File: src/rtl/ode_pkg.sv
// Shared definitions for the ODE channel scheduler.
// State encodings and channel-index width derivation.
package ode_pkg;

  localparam logic [2:0] S_IDLE   = 3'd0;
  localparam logic [2:0] S_START  = 3'd1;
  localparam logic [2:0] S_RUN    = 3'd2;
  localparam logic [2:0] S_INTERP = 3'd3;
  localparam logic [2:0] S_NEXT   = 3'd4;

  function automatic int ode_clog2(input int n);
    int r;
    r = 0;
    for (int i = 0; i < 31; i++) begin
      if ((1 << i) < n) r = i + 1;
    end
    return r;
  endfunction

  localparam int NUM_CH_DEF = 4;
  localparam int CW_DEF     = ode_clog2(NUM_CH_DEF);

endpackage

File: src/rtl/ode_scheduler_ch_pick.sv
// Next-set-bit finder over the channel mask.
// wrap_i=1 returns the lowest set bit, else the lowest above cur_i.
module ch_pick
  import ode_pkg::*;
#(
  parameter int NUM_CH = 4,
  parameter int CW     = 2
) (
  input  logic [NUM_CH-1:0] mask_i,
  input  logic [CW-1:0]     cur_i,
  input  logic              wrap_i,
  output logic [CW-1:0]     idx_o,
  output logic              found_o
);

  // Scan downward so the last hit is the lowest qualifying bit
  always_comb begin
    idx_o   = '0;
    found_o = 1'b0;
    for (int i = NUM_CH - 1; i >= 0; i--) begin
      if (mask_i[i] && (wrap_i || (i > int'(cur_i)))) begin
        idx_o   = CW'(i);
        found_o = 1'b1;
      end
    end
  end

endmodule

File: src/rtl/ode_scheduler.sv
// Time-multiplexes one ODE engine and one RAM across channels.
// Engine addresses are prefixed with the active channel index.
module ode_scheduler
  import ode_pkg::*;
#(
  parameter int ADDRESS_WIDTH = 13,
  parameter int NUM_CH        = 4,
  parameter int CW            = ode_clog2(NUM_CH),
  parameter int LW            = ADDRESS_WIDTH - CW
) (
  input  logic                     CLK,
  input  logic                     RST,
  input  logic                     INT,
  input  logic                     PROCESS,
  input  logic                     ABORT,
  input  logic                     MODE,
  input  logic [NUM_CH-1:0]        CH_MASK,
  output logic                     DONE,
  output logic                     BUSY,
  output logic [NUM_CH-1:0]        CH_DONE,
  output logic [CW-1:0]            ACTIVE_CH,
  output logic [15:0]              PASS_CNT,
  output logic                     ENG_START,
  input  logic                     ENG_DONE,
  input  logic                     ENG_INTERP_EN,
  output logic                     ENG_INTERP_DONE,
  output logic                     Interpolate_Enable,
  input  logic                     Interpolate_DONE,
  input  logic [LW-1:0]            ENG_ADD_RD1,
  input  logic [LW-1:0]            ENG_ADD_RD2,
  input  logic [LW-1:0]            ENG_ADD_WR,
  input  logic                     ENG_WR_EN,
  output logic [ADDRESS_WIDTH-1:0] RAM_ADD_RD1,
  output logic [ADDRESS_WIDTH-1:0] RAM_ADD_RD2,
  output logic [ADDRESS_WIDTH-1:0] RAM_ADD_WR,
  output logic                     RAM_ENABLE_WR
);

  logic [2:0]        state_q, state_d;
  logic [NUM_CH-1:0] mask_q, mask_d;
  logic [NUM_CH-1:0] ch_done_q, ch_done_d;
  logic [CW-1:0]     active_q, active_d;
  logic [15:0]       pass_q, pass_d;
  logic              pend_q, pend_d;
  logic              done_q, done_d;
  logic              busy_q, busy_d;
  logic              start_q, start_d;
  logic              eid_q, eid_d;
  logic              ie_q, ie_d;

  logic [NUM_CH-1:0] lo_mask;
  logic [CW-1:0]     lo_idx, nx_idx;
  logic              lo_found, nx_found;

  // In IDLE the lowest channel comes from the live mask input
  assign lo_mask = (state_q == S_IDLE) ? CH_MASK : mask_q;

  ch_pick #(.NUM_CH(NUM_CH), .CW(CW)) u_pick_lo (
    .mask_i  (lo_mask),
    .cur_i   (active_q),
    .wrap_i  (1'b1),
    .idx_o   (lo_idx),
    .found_o (lo_found)
  );

  ch_pick #(.NUM_CH(NUM_CH), .CW(CW)) u_pick_nx (
    .mask_i  (mask_q),
    .cur_i   (active_q),
    .wrap_i  (1'b0),
    .idx_o   (nx_idx),
    .found_o (nx_found)
  );

  // Scheduler next-state; ABORT outranks every other event
  always_comb begin
    state_d   = state_q;
    mask_d    = mask_q;
    ch_done_d = ch_done_q;
    active_d  = active_q;
    pass_d    = pass_q;
    pend_d    = pend_q;
    done_d    = done_q;
    ie_d      = ie_q;
    start_d   = 1'b0;
    eid_d     = 1'b0;
    if ((state_q != S_IDLE) && ABORT) begin
      state_d = S_IDLE;
      done_d  = 1'b0;
      ie_d    = 1'b0;
      pend_d  = 1'b0;
    end else begin
      case (state_q)
        S_IDLE: begin
          if (INT && PROCESS) begin
            mask_d    = CH_MASK;
            ch_done_d = '0;
            if (lo_found) begin
              active_d = lo_idx;
              done_d   = 1'b0;
              start_d  = 1'b1;
              state_d  = S_START;
            end else begin
              done_d = 1'b1;
            end
          end
        end
        S_START: state_d = S_RUN;
        S_RUN: begin
          if (ENG_INTERP_EN) begin
            ie_d    = 1'b1;
            pend_d  = ENG_DONE;
            state_d = S_INTERP;
          end else if (ENG_DONE) begin
            ch_done_d[active_q] = 1'b1;
            state_d = S_NEXT;
          end
        end
        S_INTERP: begin
          if (Interpolate_DONE) begin
            ie_d  = 1'b0;
            eid_d = 1'b1;
            if (pend_q) begin
              pend_d = 1'b0;
              ch_done_d[active_q] = 1'b1;
              state_d = S_NEXT;
            end else begin
              state_d = S_RUN;
            end
          end
        end
        S_NEXT: begin
          if (nx_found) begin
            active_d = nx_idx;
            start_d  = 1'b1;
            state_d  = S_START;
          end else begin
            pass_d = pass_q + 16'd1;
            if (MODE) begin
              ch_done_d = '0;
              active_d  = lo_idx;
              start_d   = 1'b1;
              state_d   = S_START;
            end else begin
              done_d  = 1'b1;
              state_d = S_IDLE;
            end
          end
        end
        default: state_d = S_IDLE;
      endcase
    end
    busy_d = (state_d != S_IDLE);
  end

  // State and registered outputs
  always_ff @(posedge CLK) begin
    if (RST) begin
      state_q   <= S_IDLE;
      mask_q    <= '0;
      ch_done_q <= '0;
      active_q  <= '0;
      pass_q    <= '0;
      pend_q    <= 1'b0;
      done_q    <= 1'b0;
      busy_q    <= 1'b0;
      start_q   <= 1'b0;
      eid_q     <= 1'b0;
      ie_q      <= 1'b0;
    end else begin
      state_q   <= state_d;
      mask_q    <= mask_d;
      ch_done_q <= ch_done_d;
      active_q  <= active_d;
      pass_q    <= pass_d;
      pend_q    <= pend_d;
      done_q    <= done_d;
      busy_q    <= busy_d;
      start_q   <= start_d;
      eid_q     <= eid_d;
      ie_q      <= ie_d;
    end
  end

  assign DONE               = done_q;
  assign BUSY               = busy_q;
  assign CH_DONE            = ch_done_q;
  assign ACTIVE_CH          = active_q;
  assign PASS_CNT           = pass_q;
  assign ENG_START          = start_q;
  assign ENG_INTERP_DONE    = eid_q;
  assign Interpolate_Enable = ie_q;

  assign RAM_ADD_RD1   = {active_q, ENG_ADD_RD1};
  assign RAM_ADD_RD2   = {active_q, ENG_ADD_RD2};
  assign RAM_ADD_WR    = {active_q, ENG_ADD_WR};
  assign RAM_ENABLE_WR = ENG_WR_EN &&
                         ((state_q == S_RUN) || (state_q == S_INTERP));

endmodule

File: config.mk
export PLATFORM = sky130hd
export DESIGN_NAME = ode_scheduler
export DESIGN_NICKNAME = d
export VERILOG_FILES = /design/src/rtl/ode_pkg.sv /design/src/rtl/ode_scheduler_ch_pick.sv /design/src/rtl/ode_scheduler.sv
export SDC_FILE = /design/constraint.sdc
export NUM_CORES = 1
export LEC_CHECK = 0
export ABC_CLOCK_PERIOD_IN_PS = 3600
export CORE_MARGIN = 2
export CORE_UTILIZATION = 43
export DETAILED_ROUTE_END_ITERATION = 8
export GPL_ROUTABILITY_DRIVEN = 0
export GPL_TIMING_DRIVEN = 0
export PLACE_DENSITY = 0.87
export RECOVER_POWER = 25
export SETUP_SLACK_MARGIN = 0.5
export SLEW_MARGIN = 20
export SYNTH_ARGS = -nofsm -noshare
export SYNTH_HDL_FRONTEND = slang
export SYNTH_SLANG_ARGS = --single-unit
File: constraint.sdc
create_clock -name CLK -period 3.6 [get_ports CLK]
set_clock_uncertainty 0.05 [all_clocks]
set_input_delay 0.72 -clock CLK [delete_from_list [all_inputs] [get_ports CLK]]
set_output_delay 0.72 -clock CLK [all_outputs]
set_load 0.05 [all_outputs]
# Word level (Yosys, flattened, before mapping)
# Index checks and enable logic that the tools add are counted.
# Widths: inputs -> output; s select.
op_classes:
  add_sub_neg: 1
  order_cmp: 5
  n_eq_ne: 15
  mux: 56
  bitwise: 4
  n_reduce_logical: 22
ops:
  columns: ["cell", "count"]
  rows:
  - ["$mux 4", 8]
  - ["$mux 1", 22]
  - ["$mux 2", 11]
  - ["$mux 3", 7]
  - ["$ne 2x2->1 const B", 9]
  - ["$add 16x1->16 const B", 1]
  - ["$pmux 4 s4", 1]
  - ["$pmux 3 s5", 1]
  - ["$reduce_and 3->1", 3]
  - ["$reduce_and 9->1", 1]
  - ["$pmux 1 s2", 4]
  - ["$logic_and 1x1->1", 7]
  - ["$eq 3x2->1 const B", 2]
  - ["$reduce_bool 3->1", 2]
  - ["$reduce_and 5->1", 1]
  - ["$gt 2x2->1 const A", 2]
  - ["$or 4x4->4", 1]
  - ["$pmux 2 s2", 1]
  - ["$reduce_and 4->1", 1]
  - ["$reduce_bool 2->1", 2]
  - ["$reduce_bool 4->1", 1]
  - ["$eq 3x1->1 const B", 1]
  - ["$eq 3x3->1 const B", 1]
  - ["$logic_not 3->1", 1]
  - ["10 further kinds", 12]
word_totals:
  regBits: 35
  inputBits: 47
  out_inout_bits: 67
  elab_cells: 114

# Depth between registers and ports, before layout
depth:
  ltp_word: 11
  depth_mapped: 7
  ltp_nobuf: 5

# Modules after synthesis
# A second synthesis with hierarchy kept.
hier_totals:
  hier_cells: 267
  hier_area_um2: 2149.6
by_module_without_submodules:
  columns: ["mod", "instances", "cells_per_inst", "area_each_um2", "seq_area_each_um2"]
  rows:
  - ["ode_scheduler", 1, 235, 1961.9, 700.7]
  - ["ch_pick", 2, 16, 93.8, 0.0]

# Least setup slack after synthesis
# No wires, ideal clock.
synth_path:
  path_type: "register to register"
  start: "register active_q[0], in the netlist ACTIVE_CH[0]"
  end: "register pass_q[12], in the netlist PASS_CNT[12]"
  setup_time_ps: 70
  arrival_ps: 2419
  t_required_ps: 3480
  setup_slack_ps: 1061
  stages_incl_launch_ff: 8
  n_path_buf: 2
  synth_period_minus_slack_ps: 2539
  path_cell_list: "dfxtp_1 -> buf_2 -> nand2b_1 -> a221oi_2 -> or4_1 -> buf_2 -> or4_1 -> a21oi_1"
synth_between:
  elab_chain_len: 7
  elab_cells_between_ends: 11
  cone_classes: "order compare: 3; mux: 3; bitwise: 1; reduce/logical: 4"
synth_rtl:
  columns: ["item", "line_no", "text"]
  rows:
  - ["start, declared", "ode_scheduler.sv:42", "logic [CW-1:0] active_q, active_d;"]
  - ["start signal, assigned", "ode_scheduler.sv:173", "active_q <= active_d;"]
  - ["$gt 2x2->1", "ode_scheduler_ch_pick.sv:21", "if (mask_i[i] && (wrap_i || (i > int'(cur_i)))) begin"]
  - ["$logic_and 1x1->1", "ode_scheduler_ch_pick.sv:21", null]
  - ["$mux 1 (2 in series)", "ode_scheduler_ch_pick.sv:21", null]
  - ["$mux 1 *", "ode_scheduler_ch_pick.sv:21", null]
  - ["$not 1->1 (no line) *", null, null]
  - ["$reduce_and 3->1 (no line) *", null, null]
  - ["end signal, assigned", "ode_scheduler.sv:174", "pass_q <= pass_d;"]
  - ["end, declared", "ode_scheduler.sv:43", "logic [15:0] pass_q, pass_d;"]
# Mark *: on every way between the ends. The rest lies on a longest branch, timed or not.
# A chain may end at the register's enable or synchronous reset.

# Final worst setup path
layout_path:
  start: "register state_q[1]"
  end: "output port RAM_ENABLE_WR"
layout_between:
  elab_chain_len: 3
  elab_cells_between_ends: 4
  cone_classes: "eq/ne: 2; reduce/logical: 2"
layout_rtl:
  columns: ["item", "line_no", "text"]
  rows:
  - ["start, declared", "ode_scheduler.sv:39", "logic [2:0] state_q, state_d;"]
  - ["start signal, assigned", "ode_scheduler.sv:170", "state_q <= state_d;"]
  - ["$eq 3x2->1", "ode_scheduler.sv:197", "((state_q == S_RUN) || (state_q == S_INTERP));"]
  - ["$logic_or 1x1->1 *", "ode_scheduler.sv:197", null]
  - ["$logic_and 1x1->1 *", "ode_scheduler.sv:196", "assign RAM_ENABLE_WR = ENG_WR_EN &&"]
  - ["end, declared", "ode_scheduler.sv:36", "output logic RAM_ENABLE_WR"]
# Marked as above.

==> impl_metrics.py <==
metrics = {
    "clock_network": {
        "cts-root-buf": "clkbuf_8",
        "cts_resized": 0,
        "htreeDepth": 2,
        "clk_latency_ns": 0.30,
        "clockBufferDepth": 2,
        "holdBufCountCts": 0,
        "clkSlewWorstSetupHoldPaths_ns": 0.07,
        "cts_setup_buffers": 0,
        "cts_buffers": 5,
        "cts.sinks": 35,
        "cts_tree": "built",
    },
    "placed_design": {
        "placed_cell_area_mm2": 0.00303,
        "portBuffers": 78,
        "hpwl_um": 4150,
    },
    "power": {
        "leakage_nw": 1.14,
        "powerDensity_mw_per_mm2": 334,
        "vdd_drop_max_mv": 0.229,
    },
    "floorplanning": {
        "ios": 114,
        "coreArea_mm2": 0.00479,
        "initial_core_util_pct": 45.2,
        "die_width_um": 74.9,
        "num_rows": 25,
        "die_area_mm2": 0.00561,
        "die_y_um": 74.9,
    },
    "timing": {
        "tightest_slew_ns": 0.887,
        "setup_violations": 0,
        "whs_ns": 0.422,
        "period_share_pct": 81.3,
        "hold_violations": 0,
        "rsz0062_at_grt": "false",
        "fmax_ghz": 0.342,
        "slew_violations": 0,
        "slew_headroom_pct": 40.8,
        "tns_ns": 0,
        "fin_crit_ns": 2.93,
    },
    "setup_path": {
        "r2r-end": "PASS_CNT[14]$_SDFFE_PP0P_",
        "rr_startpoint": "ACTIVE_CH[0]$_SDFFE_PP0P_",
        "slowest_delay_ns": 0.80,
        "ff2ff_path_depth": 7,
        "cp_slowest_cell": "clkdlybuf4s50_1",
        "path_buf_inv": 1,
        "start_kind": "flop",
        "endpoint_kind": "primary output",
        "crit_required_ns": 2.83,
        "crit_type": "flop to primary output",
        "crit_start": "state_q[1]$_SDFF_PP0_",
        "cp.arrival_ns": 2.16,
        "path_max_fanout": 9,
        "path_delay_family": "buffers and inverters",
        "path_cells": "nor2b_2 -> and2_1 -> clkdlybuf4s50_1",
        "rrSetupSlack_ns": 1.04,
        "critPathCapture": "RAM_ENABLE_WR",
        "cp.depth": 3,
    },
    "grt": {
        "grt_max_degree": 12,
        "grt_pass1_wl_um": 8760,
        "antenna_found_initial": 0,
        "grt_pass1_vias": 2018,
        "grt_usage_pct": 20.0,
        "grt_overflow": 0,
    },
    "synth": {
        "ys_types": 48,
        "yosysTopAreaCellShare_pct": 32.4,
        "synth_ff_type": "dfxtp_1",
        "synth.top_cells.by_area": "dfxtp_1 32%, buf_4 14%, a21oi_1 5.6%",
        "yosysMostFrequentCell": "buf_4",
        "syn-num-nets": 321,
        "synth_edf_count": 0,
        "synth_area_leader_cell": "dfxtp_1",
        "synth_warnings": 0,
        "ys_seq_area_share_pct": 32.4,
        "synthCells": 273,
        "postSynthAreaPerCell_um2": 7.92,
        "ys_ff_latch": 35,
        "ys_top_cells_by_count": "39 x buf_4, 35 x dfxtp_1, 24 x a21oi_1",
        "postSynth.asyncResetShare_pct": 0,
        "syn_area_mm2": 0.00216,
    },
    "drt": {
        "vias": 2214,
        "vias_per_cell": 5.20,
        "wl_per_cell_um": 12.6,
        "ant_nets": 0,
        "drc": 0,
        "dr.pass1.iters": 4,
        "routed_wl_um": 5350,
        "drt_iter0_markers": 115,
    },
    "final_layout": {
        "fillCellCount": 416,
        "drive_gt1_share_pct": 15.3,
        "postLayoutCellArea_mm2": 0.00312,
        "antenna_cells": 0,
        "fin_util_pct": 65.2,
        "final_nets": 406,
        "syn_to_final_growth_pct": 44.2,
    },
    "hold_path": {
        "hold_depth": 1,
        "hold_class": "flop to flop",
    },
    "outcome": {
        "status": "finished, final reports clean",
    },
    "job": {
        "maxCapViolCount": 0,
    },
}
[worst min path at each step]
stage | slack [ns] | startpoint | endpoint
final | 0.42 | CH_DONE[3]$_SDFFE_PP0P_ | CH_DONE[3]$_SDFFE_PP0P_
after global routing | 0.45 | CH_DONE[3]$_SDFFE_PP0P_ | CH_DONE[3]$_SDFFE_PP0P_
after CTS | 0.43 | CH_DONE[2]$_SDFFE_PP0P_ | CH_DONE[2]$_SDFFE_PP0P_
after detailed placement | 0.40 | CH_DONE[2]$_SDFFE_PP0P_ | CH_DONE[2]$_SDFFE_PP0P_
after global placement | 0.40 | CH_DONE[3]$_SDFFE_PP0P_ | CH_DONE[3]$_SDFFE_PP0P_
after floorplan | 0.41 | mask_q[0]$_SDFFE_PP0P_ | mask_q[0]$_SDFFE_PP0P_
[cells in the final DEF, fill, tap and decap left out, drive strengths merged, types with 5 or more instances in the layout]
cell and instances:
or4 10, inv 11, nor2 19, nor2b 8
dlygate4sd3 7, buf 42, clkdlybuf4s50 71, a21oi 24
nand2 22, nand3 7, nor3 9, dfxtp 35
o21ai 12, o21a 7, clkbuf 15, xnor2 5
nor4 9, o31ai 7
[per-layer routing]
metal  routed length, um  vias up  share of wire, %  GRT usage [%]
met2                2560       93                48           32.7
met3                 396        7               7.4           5.89
met4                  63        0               1.2           6.75
met1                2340     1008                44           25.2
li1                    -     1106                 -              -
met5                   0        -                 0              0
[per-stage QoR]
| step | total power [W] | std cells | setup WS (ns) |
|---|---|---|---|
| floorplan | 0.000639 | 273 | 1.06 |
| global placement | 0.000728 | 418 | 0.756 |
| detailed placement | 0.000733 | 418 | 0.739 |
| CTS | 0.00105 | 426 | 0.561 |
| global route | 0.00109 | 426 | 0.610 |
| finish | 0.00104 | 426 | 0.674 |
[registers in the layout, summed over array words and instances (netlist names)]
name,cells
BUSY,1
Interpolate_Enable,1
pend_q,1
PASS_CNT,16
ENG_START,1
state_q,3
DONE,1
mask_q,4
CH_DONE,4
ENG_INTERP_DONE,1
ACTIVE_CH,2
[cell families (layout without fill, tap and decap cells)]
group           count (synthesis)  after routing  synth area share [%]
fa+ha+maj                       1              1                 0.579
simple gates                  103            103                  26.4
compound gates                 64             64                  18.5
flops                          35             35                  32.4
mux                             3              3                  1.50
buf+inv                        61            147                  18.2
xor+xnor                        6              6                  2.43
[power breakdown]
part	internal, W	total [W]	leakage (nW)	switching (W)
Combinational	0.000120	0.000312	0.811	0.000192
Sequential	0.000399	0.000410	0.283	0.0000104
Clock	0.000174	0.000321	0.0505	0.000147
[cell type report]
| class | instances | area, um2 | area share, % |
|---|---|---|---|
| plain buffers | 50 | 343 | 11.0 |
| clock buffers | 7 | 96.3 | 3.09 |
| clock inverters | 1 | 7.51 | 0.241 |
| inverters | 11 | 41.3 | 1.32 |
| multi-input cells | 177 | 1060 | 34.1 |
| flip-flops and latches | 35 | 701 | 22.5 |
| well taps | 67 | 83.8 | 2.69 |
| repair buffers | 78 | 781 | 25.0 |
[worst register-to-register path: stages, from the launching register on]
cell      delay (ns)
dfxtp_1         0.40
clkbuf_1        0.32
nand2b_1        0.18
a221oi_1        0.19
or4_1           0.55
buf_2           0.18
or4_1           0.47
a21oi_1         0.15
No activity file was read; power rests on OpenSTA's default activity.
